`src/rtl/conv_pkg.sv`:
```
// Shared constants and types for the conv path: padding sentinel, fetch FSM
// encoding and the read-tag record carried alongside each RAM read.
package conv_pkg;

  localparam int          IMG_W     = 28;
  localparam int          ADDR_W    = 10;
  localparam int          IDX_W     = 4;
  localparam logic [9:0]  PAD_ADDR  = 10'h3FF;
  localparam logic [3:0]  LAST_SLOT = 4'd8;
  localparam logic [3:0]  COL2_SLOT = 4'd6;

  typedef enum logic [1:0] {
    ST_IDLE  = 2'd0,
    ST_ISSUE = 2'd1,
    ST_DRAIN = 2'd2,
    ST_HOLD  = 2'd3
  } fetch_state_e;

  typedef struct packed {
    logic             valid;
    logic [IDX_W-1:0] idx;
    logic             pad;
  } rd_tag_t;

endpackage

```
`src/rtl/rd_tag_pipe.sv`:
```
// Delay line that carries each read slot's {valid, index, pad} tag so it
// emerges in the same cycle as the RAM data for that slot.
module rd_tag_pipe
  import conv_pkg::*;
#(
  parameter int DEPTH = 1
) (
  input  logic    i_clk,
  input  logic    i_rst,
  input  rd_tag_t i_tag,
  output rd_tag_t o_tag
);

  rd_tag_t r_stage [DEPTH];

  always_ff @(posedge i_clk) begin
    if (i_rst) begin
      for (int i = 0; i < DEPTH; i++) r_stage[i] <= '0;
    end else begin
      r_stage[0] <= i_tag;
      for (int i = 1; i < DEPTH; i++) r_stage[i] <= r_stage[i-1];
    end
  end

  assign o_tag = r_stage[DEPTH-1];

endmodule

```
`src/rtl/patch_fetch.sv`:
```
// Fetch stage for the 3x3 conv window: latches nine patch addresses, reads the
// feature-map RAM one slot per cycle and assembles the window for the MAC array.
module patch_fetch #(
  parameter int         DW       = 8,
  parameter int         MEM_LAT  = 1,
  parameter logic [9:0] PAD_ADDR = 10'h3FF
) (
  input  logic          clk,
  input  logic          rst,
  input  logic          start,
  input  logic          load_full_patch,
  input  logic [9:0]    pixel_addr0,
  input  logic [9:0]    pixel_addr1,
  input  logic [9:0]    pixel_addr2,
  input  logic [9:0]    pixel_addr3,
  input  logic [9:0]    pixel_addr4,
  input  logic [9:0]    pixel_addr5,
  input  logic [9:0]    pixel_addr6,
  input  logic [9:0]    pixel_addr7,
  input  logic [9:0]    pixel_addr8,
  output logic          mem_rd_en,
  output logic [9:0]    mem_addr,
  input  logic [DW-1:0] mem_rdata,
  output logic [DW-1:0] win0,
  output logic [DW-1:0] win1,
  output logic [DW-1:0] win2,
  output logic [DW-1:0] win3,
  output logic [DW-1:0] win4,
  output logic [DW-1:0] win5,
  output logic [DW-1:0] win6,
  output logic [DW-1:0] win7,
  output logic [DW-1:0] win8,
  output logic          win_valid,
  input  logic          win_ready,
  output logic          busy,
  output logic [1:0]    dbg_state
);
  import conv_pkg::*;

  // Handshake: win_valid holds with a stable window until a cycle where
  // win_valid && win_ready; the FSM returns to IDLE on the next cycle.
  fetch_state_e  r_state;
  logic [3:0]    r_k;
  logic [9:0]    r_addr [9];
  logic [DW-1:0] r_win  [9];
  logic [9:0]    w_addr_in [9];
  logic          w_issue;
  logic          w_slot_pad;
  rd_tag_t       w_tag_in;
  rd_tag_t       w_tag_out;

  assign w_addr_in = '{pixel_addr0, pixel_addr1, pixel_addr2,
                       pixel_addr3, pixel_addr4, pixel_addr5,
                       pixel_addr6, pixel_addr7, pixel_addr8};

  assign w_issue    = (r_state == ST_ISSUE);
  assign w_slot_pad = (r_addr[r_k] == PAD_ADDR);
  assign w_tag_in   = '{valid: w_issue, idx: r_k, pad: w_slot_pad};

  // Pad slots still drive the sentinel on mem_addr, but never strobe the RAM.
  assign mem_rd_en = w_issue && !w_slot_pad;
  assign mem_addr  = w_issue ? r_addr[r_k] : '0;

  rd_tag_pipe #(.DEPTH(MEM_LAT)) u_tag_pipe (
    .i_clk (clk),
    .i_rst (rst),
    .i_tag (w_tag_in),
    .o_tag (w_tag_out)
  );

  always_ff @(posedge clk) begin
    if (rst) begin
      r_state <= ST_IDLE;
      r_k     <= '0;
      for (int i = 0; i < 9; i++) begin
        r_addr[i] <= '0;
        r_win[i]  <= '0;
      end
    end else begin
      case (r_state)
        ST_IDLE: begin
          if (start) begin
            for (int i = 0; i < 9; i++) r_addr[i] <= w_addr_in[i];
            if (load_full_patch) begin
              r_k <= '0;
            end else begin
              // Window slides one column: keep two columns, refetch the right one.
              for (int i = 0; i < 6; i++) r_win[i] <= r_win[i+3];
              r_k <= COL2_SLOT;
            end
            r_state <= ST_ISSUE;
          end
        end
        ST_ISSUE: begin
          if (r_k == LAST_SLOT) r_state <= ST_DRAIN;
          else                  r_k     <= r_k + 4'd1;
        end
        ST_DRAIN: begin
          if (w_tag_out.valid && w_tag_out.idx == LAST_SLOT) r_state <= ST_HOLD;
        end
        ST_HOLD: begin
          if (win_ready) r_state <= ST_IDLE;
        end
        default: r_state <= ST_IDLE;
      endcase
      if (w_tag_out.valid && w_tag_out.idx <= LAST_SLOT)
        r_win[w_tag_out.idx] <= w_tag_out.pad ? '0 : mem_rdata;
    end
  end

  assign win0 = r_win[0];
  assign win1 = r_win[1];
  assign win2 = r_win[2];
  assign win3 = r_win[3];
  assign win4 = r_win[4];
  assign win5 = r_win[5];
  assign win6 = r_win[6];
  assign win7 = r_win[7];
  assign win8 = r_win[8];

  assign win_valid = (r_state == ST_HOLD);
  assign busy      = (r_state != ST_IDLE);
  assign dbg_state = r_state;

endmodule

```
`config.mk`:
```
export PLATFORM = sky130hd
export DESIGN_NAME = patch_fetch
export DESIGN_NICKNAME = d
export VERILOG_FILES = /design/src/rtl/conv_pkg.sv /design/src/rtl/rd_tag_pipe.sv /design/src/rtl/patch_fetch.sv
export SDC_FILE = /design/constraint.sdc
export NUM_CORES = 1
export LEC_CHECK = 0
export BUFFER_PORTS_ARGS = -buffer_cell sky130_fd_sc_hd__buf_2
export CAP_MARGIN = 5
export CORE_AREA = 5 5 127 129
export DETAILED_ROUTE_END_ITERATION = 10
export DIE_AREA = 0 0 132 134
export PLACE_DENSITY_LB_ADDON = 0.15
export SLEW_MARGIN = 20
export SYNTH_ARGS = -nofsm -noshare
export SYNTH_HDL_FRONTEND = slang
export SYNTH_SLANG_ARGS = --single-unit
```
`constraint.sdc`:
```
create_clock -name clk -period 4.1 [get_ports clk]
set_input_delay 0.205 -clock clk [delete_from_list [all_inputs] [get_ports clk]]
set_output_delay 0.205 -clock clk [all_outputs]
set_load 0.03 [all_outputs]
```
==> results of run 1 <==
==> per-layer routing <==
metal | wire length (um) | part of all wire, %
met5 | 0 | 0
met1 | 6940 | 39
met3 | 1380 | 7.8
met4 | 335 | 1.9
met2 | 9010 | 51
==> logic make-up (layout without fill, tap and decap cells) <==
logic type,after synthesis,count (layout)
AO/OA/AOI/OAI,74,74
XOR/XNOR,2,2
adder cells (fa/ha/maj),7,7
buffers and inverters,37,232
flip-flops,178,178
multiplexers,44,44
AND/OR/NAND/NOR,213,213
==> worst max-delay path, delay by kind of cell, from the launching register on <==
family                 cells  cell delay (ns)
DFF                        1             0.95
AOI/OAI and AO/OA          1             0.19
and+or+nand+nor            1             0.21
muxes                      3             1.12
buffers and inverters      1             0.20
==> flip-flops by register name, indices dropped and copies added, names as in the netlist, named ones only <==
register / count
dbg_state: 2
r_addr: 90
r_k: 4
r_win: 72
u_tag_pipe.r_stage: 6
==> layout make-up <==
class	count	area, um2	share of cell area (%)
Timing Repair Buffer	192	1000	10.5
Tap cell	188	235	2.47
Clock inverter	13	141	1.49
Sequential cell	178	5180	54.5
Inverter	9	33.8	0.355
Clock buffer	18	429	4.51
Multi-Input combinational cell	340	2490	26.2
==> final timing paths <==
kind	to	slack, ns	cells after the start
min	r_addr[6][5]	0.05	2
max	mem_rd_en	0.80	6
max reg2reg	u_tag_pipe.r_stage[0][0]	1.61	5
min reg2reg	u_tag_pipe.r_stage[0][2]	0.50	2
==> where the power goes <==
group	internal, mW	switching [mW]
Sequential	2.41	0.223
Clock	0.943	0.643
Combinational	0.606	0.879
Total	3.96	1.74
==> per-stage QoR <==
stage | area [um2] | hold slack, ns | utilization, % | worst slack (ns)
2_1_floorplan | 7860 | 0.403 | - | 0.666
3_3_place_gp | 8900 | 0.482 | 59.6 | 1.30
3_5_place_dp | 8900 | 0.483 | 59.6 | 1.18
4_1_cts | 9470 | 0.0338 | 63.4 | 0.726
5_1_grt | 9510 | 0.0401 | 63.8 | 0.626
6_report | 9510 | 0.0500 | 63.8 | 0.799
==> cells in the mapped netlist, drive strengths merged, types with 9 or more instances <==
library cell    n  area (um2)
a22o           44         385
and2           97         607
buf            10        91.3
clkbuf         17        65.1
dfxtp          16         320
edfxtp        162        4860
inv             9        33.8
mux2           13         150
mux2i          21         210
mux4           10         255
nand2          19        71.3
nand2b         12        75.1
nor2           49         184
nor2b          12        75.1
o21ai          12        60.1
==> flow_summary_export.csv, run 1 <==
group,metric,value,unit
timing,setup_tns,0,ns
clocking,ctsHtreeMaxLevel,4,
critical_path,end_kind,"primary output",
yosys,ys_warn_count,0,
timing,skew,0.00716,ns
clocking,cts_resized,0,
routing,wl_per_cell,18.8,um
clocking,cts_root_buf,"clkbuf_16",
yosys,synth_top_family_by_area,"simple AND/OR/NAND/NOR gates",
cells_and_area,area_growth,21.1,%
timing,finalHoldViolCount,0,
min_path,hold_class,"in2reg",
yosys,ys.flop_type,"edfxtp_1",
power,p_per_area,600,mW/mm2
global_routing,use_met1,23.1,%
floorplan,start_util,52.7,%
critical_path,crit_type,"reg2out",
yosys,synth_mux_area_share,7.83,%
global_routing,grt.busiest_layer,"met2",
routing,via_per_inst,5.41,
critical_path,cp.required,3.89,ns
placed_design,io_buffers,189,
routing,drt_iter0_markers,284,
yosys,synth-edff-count,162,
global_routing,grt_max_degree,91,
yosys,synth_xor_area_share,0.223,%
power,p_leak,4.02,nW
yosys,synth_cell_type_count,48,
cells_and_area,layout_commonest_cell,"buf_2",
critical_path,worstSetupStartpointType,"flip-flop",
yosys,ys_seq_elements,178,
timing,period_minus_slack,3.30,ns
outcome,outcome,"finished clean",
global_routing,grt_pass1_vias,5030,
clocking,cts_hold_buf,0,
routing,antenna_left,0,
floorplan,io_pins,190,
timing,fin_crit_sh,80.5,%
cells_and_area,nets,848,
routing,wl,17700,um
global_routing,use_met3,5.78,%
cells_and_area,fill_cells,1143,
timing,worst_pin_slew,0.962,ns
floorplan,die_w,132,um
clocking,cts_setup_buffers,0,
critical_path,max_stage_delay,0.95,ns
routing,num_vias,5077,
critical_path,crit_chain,"mux4_1 -> mux2_2 -> mux2i_1 -> or3_1 -> o31a_1 -> buf_2",
floorplan,die_area,0.0177,mm2
yosys,synthArstFlopShare,0,%
power,ir_drop,0.312,mV
global_routing,overflow,0,
cells_and_area,layout-drive-gt1-share,31.6,%
global_routing,grt_pass1_wl,26500,um
clocking,clk_latency,0.43,ns
power,totalPowerFinal,5.71,mW
timing,setup_viol,0,
job,cap_violations,0,
global_routing,track_usage,19.6,%
routing,dr.pass1.iters,5,
timing,maxSlewViolCount,0,
yosys,netlist_area,0.00786,mm2
yosys,synth-compound-area-share,7.37,%
yosys,yosys.area_share.simple,14.9,%
critical_path,cpMaxStageDelayCell,"dfxtp_1",
timing,timing.slew.headroom,35.8,%
routing,remaining_drc_errors,0,
min_path,worstHoldStart,"pixel_addr6[5]",
yosys,synth_fp_nets,665,
floorplan,rows,45,
clocking,cts_tree,"done",
timing,rsz0062_at_grt,"false",
critical_path,cp.arrival,3.10,ns
timing,fmax,303,MHz
yosys,syn_inst,555,
cells_and_area,n_antenna_cell,0,
placed_design,dp.cells,905,
floorplan,core-area,0.0149,mm2
global_routing,antenna_found_initial,0,
floorplan,die_h,134,um
yosys,ys_seq_area_share,66.0,%
clocking,clockBufferDepth,2,
global_routing,use_met2,33.8,%
cells_and_area,layout_common_cells,"buf_2 (189), edfxtp_1 (162), and2_1 (97)",
yosys,synth.avg_cell_area,14.2,um2
cells_and_area,final_cells,938,
clocking,cts_buffers,17,
placed_design,dp_hpwl,13100,um
clocking,clkSinkCount,178,
yosys,synth-adder-area-share,1.11,%
clocking,clk_pin_slew,0.06,ns
placed_design,gp_congestion,0.859,
critical_path,crit_path_max_fanout,19,
Note: power is estimated with default switching activity, not from simulation.
==> run 2, diff against run 1 <==
==> constraint.sdc (replaced) <==
create_clock -name clk -period 3.1 [get_ports clk]
set_input_delay 0.155 -clock clk [delete_from_list [all_inputs] [get_ports clk]]
set_output_delay 0.155 -clock clk [all_outputs]
set_load 0.03 [all_outputs]
==> flow_summary_export.csv, run 2 (synthesized netlist as in run 1, its figures left out) <==
group,metric,value,unit
outcome,outcome,"finished clean",
cells_and_area,largest_register,"r_addr",
timing,timing.slew.headroom,56.1,%
critical_path,critPathBufInv,1,
global_routing,grt_pass1_vias,5249,
timing,setup_tns,0,ns
timing,rsz0062_at_grt,"false",
critical_path,worstSetupStartpointType,"flip-flop",
cells_and_area,n_antenna_cell,0,
power,p_per_area,772,mW/mm2
routing,dr.pass1.iters,5,
cells_and_area,reg_top3,"r_addr: 90 flops, r_win: 72 flops, u_tag_pipe.r_stage: 6 flops",
global_routing,overflow,0,
floorplan,die_w,132,um
routing,wl,18000,um
critical_path,max_stage_delay,0.68,ns
floorplan,start_util,52.7,%
job,cap_violations,0,
critical_path,crit_type,"reg2out",
clocking,clkSinkCount,178,
cells_and_area,layout_commonest_cell,"buf_2",
critical_path,cpMaxStageDelayCell,"dfxtp_1",
critical_path,cp_top_family,"multiplexers",
routing,via_per_inst,5.33,
timing,setup_viol,0,
routing,antenna_left,0,
clocking,cts_buffers,17,
timing,worst_pin_slew,0.658,ns
floorplan,io_pins,190,
min_path,hold_class,"in2reg",
floorplan,die_h,134,um
cells_and_area,largest_register_ffs,90,
clocking,clk_pin_slew,0.07,ns
placed_design,io_buffers,189,
timing,finalHoldViolCount,0,
clocking,clk_latency,0.43,ns
timing,skew,0.00584,ns
global_routing,grt_pass1_wl,27900,um
global_routing,grt_max_degree,91,
timing,fmax,333,MHz
clocking,cts_root_buf,"clkbuf_16",
critical_path,cp.arrival,2.85,ns
critical_path,end_kind,"primary output",
floorplan,die_area,0.0177,mm2
power,p_leak,4.10,nW
timing,fin_crit_sh,96.8,%
timing,period_minus_slack,3.00,ns
cells_and_area,layout_common_cells,"buf_2 (189), edfxtp_1 (162), and2_1 (97)",
cells_and_area,layout-drive-gt1-share,31.5,%
timing,maxSlewViolCount,0,
cells_and_area,area_growth,24.0,%
routing,num_vias,5149,
routing,drt_iter0_markers,384,
clocking,clockBufferDepth,2,
critical_path,cp.required,2.94,ns
clocking,ctsHtreeMaxLevel,4,
placed_design,dp_hpwl,13900,um
cells_and_area,nets,875,
global_routing,antenna_found_initial,0,
floorplan,core-area,0.0149,mm2
cells_and_area,utilization,65.3,%
global_routing,track_usage,20.7,%
floorplan,rows,45,
clocking,cts_setup_buffers,0,
placed_design,gp_congestion,0.833,
critical_path,crit_chain,"mux4_1 -> mux2_2 -> mux2i_1 -> or3_1 -> o31a_1 -> buf_2",
clocking,cts_tree,"done",
routing,wl_per_cell,18.6,um
critical_path,crit_path_max_fanout,11,
routing,remaining_drc_errors,0,
power,ir_drop,0.397,mV
==> run 2: changes by cell type in the layout (fill, tap and decap cells not counted), moves of 3 or more <==
cell	before	now
clkinvlp_4	1	6
buf_4	1	5
clkinv_2	4	1
dlygate4sd3_1	0	24
==> run 2: metrics by stage <==
| stage | total power, mW | hold slack (ns) | area [um2] | worst slack, ns | cells |
|---|---|---|---|---|---|
| finish | 7.52 | 0.00362 | 9750 | 0.0981 | 966 |
| global route | 7.85 | 0.000625 | 9750 | 0.0142 | 966 |
| CTS | 7.55 | 0.000152 | 9730 | 0.0987 | 964 |
| detailed placement | 5.53 | 0.434 | 8950 | 0.576 | 910 |
| global placement | 5.47 | 0.434 | 8950 | 0.635 | 910 |
| floorplan | 4.97 | 0.353 | 7860 | 0.593 | 555 |
==> run 2: power by group <==
group	internal, mW	switching, mW
Clock	1.11	0.923
Combinational	0.820	1.20
Sequential	3.19	0.280
==> run 2: area by class of cell <==
| type | count | area [um2] |
|---|---|---|
| timing repair buffer | 219 | 1240 |
| clock inverter | 15 | 134 |
| fill | 1082 | 5170 |
| sequential | 178 | 5190 |
| multi-input combinational | 340 | 2490 |
| clock buffer | 17 | 425 |
| inverter | 9 | 33.8 |
| tap | 188 | 235 |
==> run 2: final timing paths <==
kind	endpoint	depth (start not counted)	slack (ns)	startpoint
setup / recovery	mem_rd_en	6	0.1	flip-flop
hold / removal	r_addr[7][1]	2	0.004	pixel_addr7[1]
setup reg to reg	r_win[0][2]	7	0.72	dbg_state[0]
hold reg to reg	u_tag_pipe.r_stage[0][4]	1	0.51	r_k[3]
==> run 2: timing repair <==
| item | in CTS | in global routing |
|---|---|---|
| hold endpoints to repair | 22 | 2 |
| gates resized for setup | 0 | 1 |
| setup endpoints to repair | 0 | 1 |
| hold buffers | 22 | 2 |
==> run 2: per-layer routing <==
metal  up-vias  wire [um]  GRT usage [%]
li1       2474          -              -
met1      2401       7330           25.2
met2       233       8660           34.4
met3        41       1480           6.19
met4         0        505           8.74
met5         -          0              0
==> run 3, diff against run 2 <==
--- a/config.mk
+++ b/config.mk
@@ -5,11 +5,11 @@
 export SDC_FILE = /design/constraint.sdc
 export NUM_CORES = 1
 export LEC_CHECK = 0
-export BUFFER_PORTS_ARGS = -buffer_cell sky130_fd_sc_hd__buf_2
+export BUFFER_PORTS_ARGS = -buffer_cell sky130_fd_sc_hd__buf_4
 export CAP_MARGIN = 5
-export CORE_AREA = 5 5 127 129
+export CORE_AREA = 2 2 124 126
 export DETAILED_ROUTE_END_ITERATION = 10
-export DIE_AREA = 0 0 132 134
+export DIE_AREA = 0 0 126 128
 export PLACE_DENSITY_LB_ADDON = 0.15
 export SLEW_MARGIN = 20
 export SYNTH_ARGS = -nofsm -noshare
==> flow_summary_export.csv, run 3 (synthesized netlist as in run 1, its figures left out) <==
group,metric,value,unit
outcome,outcome,"finished with violations",
outcome,violations,"hold timing",
cells_and_area,layout_commonest_cell,"buf_4",
floorplan,core-area,0.0149,mm2
global_routing,track_usage,22.4,%
critical_path,max_stage_delay,0.62,ns
routing,via_per_inst,5.43,
placed_design,place_area,0.00941,mm2
global_routing,grt_max_degree,91,
global_routing,antenna_found_initial,0,
global_routing,grt_pass1_vias,5229,
routing,num_vias,5330,
global_routing,grt_pass1_wl,26900,um
critical_path,cp.arrival,2.64,ns
job,cap_violations,0,
timing,hold_slack,-0.00197,ns
timing,skew,0.00744,ns
timing,setup_tns,0,ns
timing,period_minus_slack,2.80,ns
routing,wl_per_cell,18.5,um
timing,maxSlewViolCount,0,
routing,antenna_left,0,
clocking,cts_buffers,17,
clocking,clk_latency,0.44,ns
clocking,cts_setup_buffers,0,
critical_path,cp_top_family,"multiplexers",
clocking,clockBufferDepth,2,
timing,fin_crit_sh,90.2,%
clocking,cts_root_buf,"clkbuf_16",
global_routing,overflow,0,
floorplan,start_util,52.9,%
placed_design,pre_cts_ws,0.538,ns
cells_and_area,layout-drive-gt1-share,30.9,%
cells_and_area,area_growth,32.3,%
floorplan,die_h,128,um
timing,finalHoldViolCount,1,
cells_and_area,largest_register,"r_addr",
critical_path,crit_type,"reg2out",
clocking,clk_pin_slew,0.06,ns
critical_path,cp.required,2.94,ns
cells_and_area,reg_top3,"r_addr: 90 flops, r_win: 72 flops, u_tag_pipe.r_stage: 6 flops",
timing,fin_ws,0.305,ns
routing,dr.pass1.iters,5,
cells_and_area,nets,890,
clocking,clkSinkCount,178,
placed_design,dp_hpwl,13400,um
routing,remaining_drc_errors,0,
cells_and_area,fin_area,0.0104,mm2
cells_and_area,largest_register_ffs,90,
floorplan,io_pins,190,
critical_path,end_kind,"primary output",
power,ir_drop,0.486,mV
placed_design,io_buffers,189,
timing,rsz0062_at_grt,"false",
placed_design,gp_congestion,0.892,
critical_path,crit_chain,"mux4_1 -> mux2_2 -> mux2i_1 -> or3_1 -> o31a_1 -> buf_4",
floorplan,die_area,0.0161,mm2
min_path,hold_class,"in2reg",
floorplan,rows,45,
timing,fmax,358,MHz
timing,worst_pin_slew,0.715,ns
cells_and_area,layout_common_cells,"buf_4 (193), edfxtp_1 (162), and2_1 (97)",
floorplan,die_w,126,um
timing,setup_viol,0,
timing,timing.slew.headroom,52.3,%
routing,drt_iter0_markers,471,
clocking,ctsHtreeMaxLevel,4,
critical_path,critPathBufInv,1,
critical_path,cpMaxStageDelayCell,"mux4_1",
clocking,cts_tree,"done",
power,p_leak,4.33,nW
critical_path,worstSetupStartpointType,"flip-flop",
routing,wl,18100,um
power,p_per_area,747,mW/mm2
power,totalPowerFinal,7.77,mW
cells_and_area,n_antenna_cell,0,
critical_path,crit_path_max_fanout,12,
==> run 3: changes by cell type in the layout (fill, tap and decap cells not counted), moves of 2 or more <==
cell,delta
inv_6,-2
buf_4,+188
clkbuf_1,+2
buf_2,-189
clkinv_1,-2
inv_4,+4
dlygate4sd3_1,+16
clkinvlp_4,-6
clkinv_2,+2
clkbuf_16,+2
==> run 3: timing repair <==
item | in CTS | in global routing
gates resized for setup | 0 | 2
endpoints found under the setup margin | 0 | 1
hold endpoints to repair | 40 | 0
hold buffers | 40 | 0
==> run 3: where the power goes <==
part | switching [mW] | internal [mW]
registers | 0.296 | 3.20
logic | 1.21 | 0.964
clock network | 0.892 | 1.20
total | 2.40 | 5.36
==> run 3: worst register-to-register path, delay by kind of cell, from the launching register on <==
kind                       cells  cell delay (ns)
and+or+nand+nor                3             0.84
buffers and inverters          1             0.14
AOI/OAI and AO/OA              2             0.70
adders and majority gates      1             0.25
DFF                            1             0.35
==> run 3: path summary, 6_finish.rpt <==
path / from / end / slack (ns) / cells after the start
min reg2reg: r_k[1] / u_tag_pipe.r_stage[0][2] / 0.50 / 2
max reg2reg: dbg_state[0] / r_win[0][5] / 0.67 / 7
min: pixel_addr7[2] / r_addr[7][2] / -0.002 / 2
max: flip-flop / mem_rd_en / 0.30 / 6
==> run 3: routing by layer <==
metal	vias up	GRT usage [%]	wire length [um]
li1	2508	-	-
met1	2525	25.8	6890
met2	256	40.3	9430
met3	41	5.26	1260
met4	0	9.37	560
met5	-	0	0
==> run 3: metrics by stage <==
step	cells	util (%)
finish	981	69.9
global route	981	69.9
CTS	981	69.9
detailed placement	909	63.3
global placement	909	63.3
floorplan	555	-
==> run 3: final cells by class <==
type                            instances  area, um2
Timing Repair Buffer                  234       1870
Tap cell                              188        235
Clock inverter                         11       96.3
Clock buffer                           21        483
Sequential cell                       178       5190
Fill cell                            1055       4470
Multi-Input combinational cell        340       2490
Inverter                                9       33.8
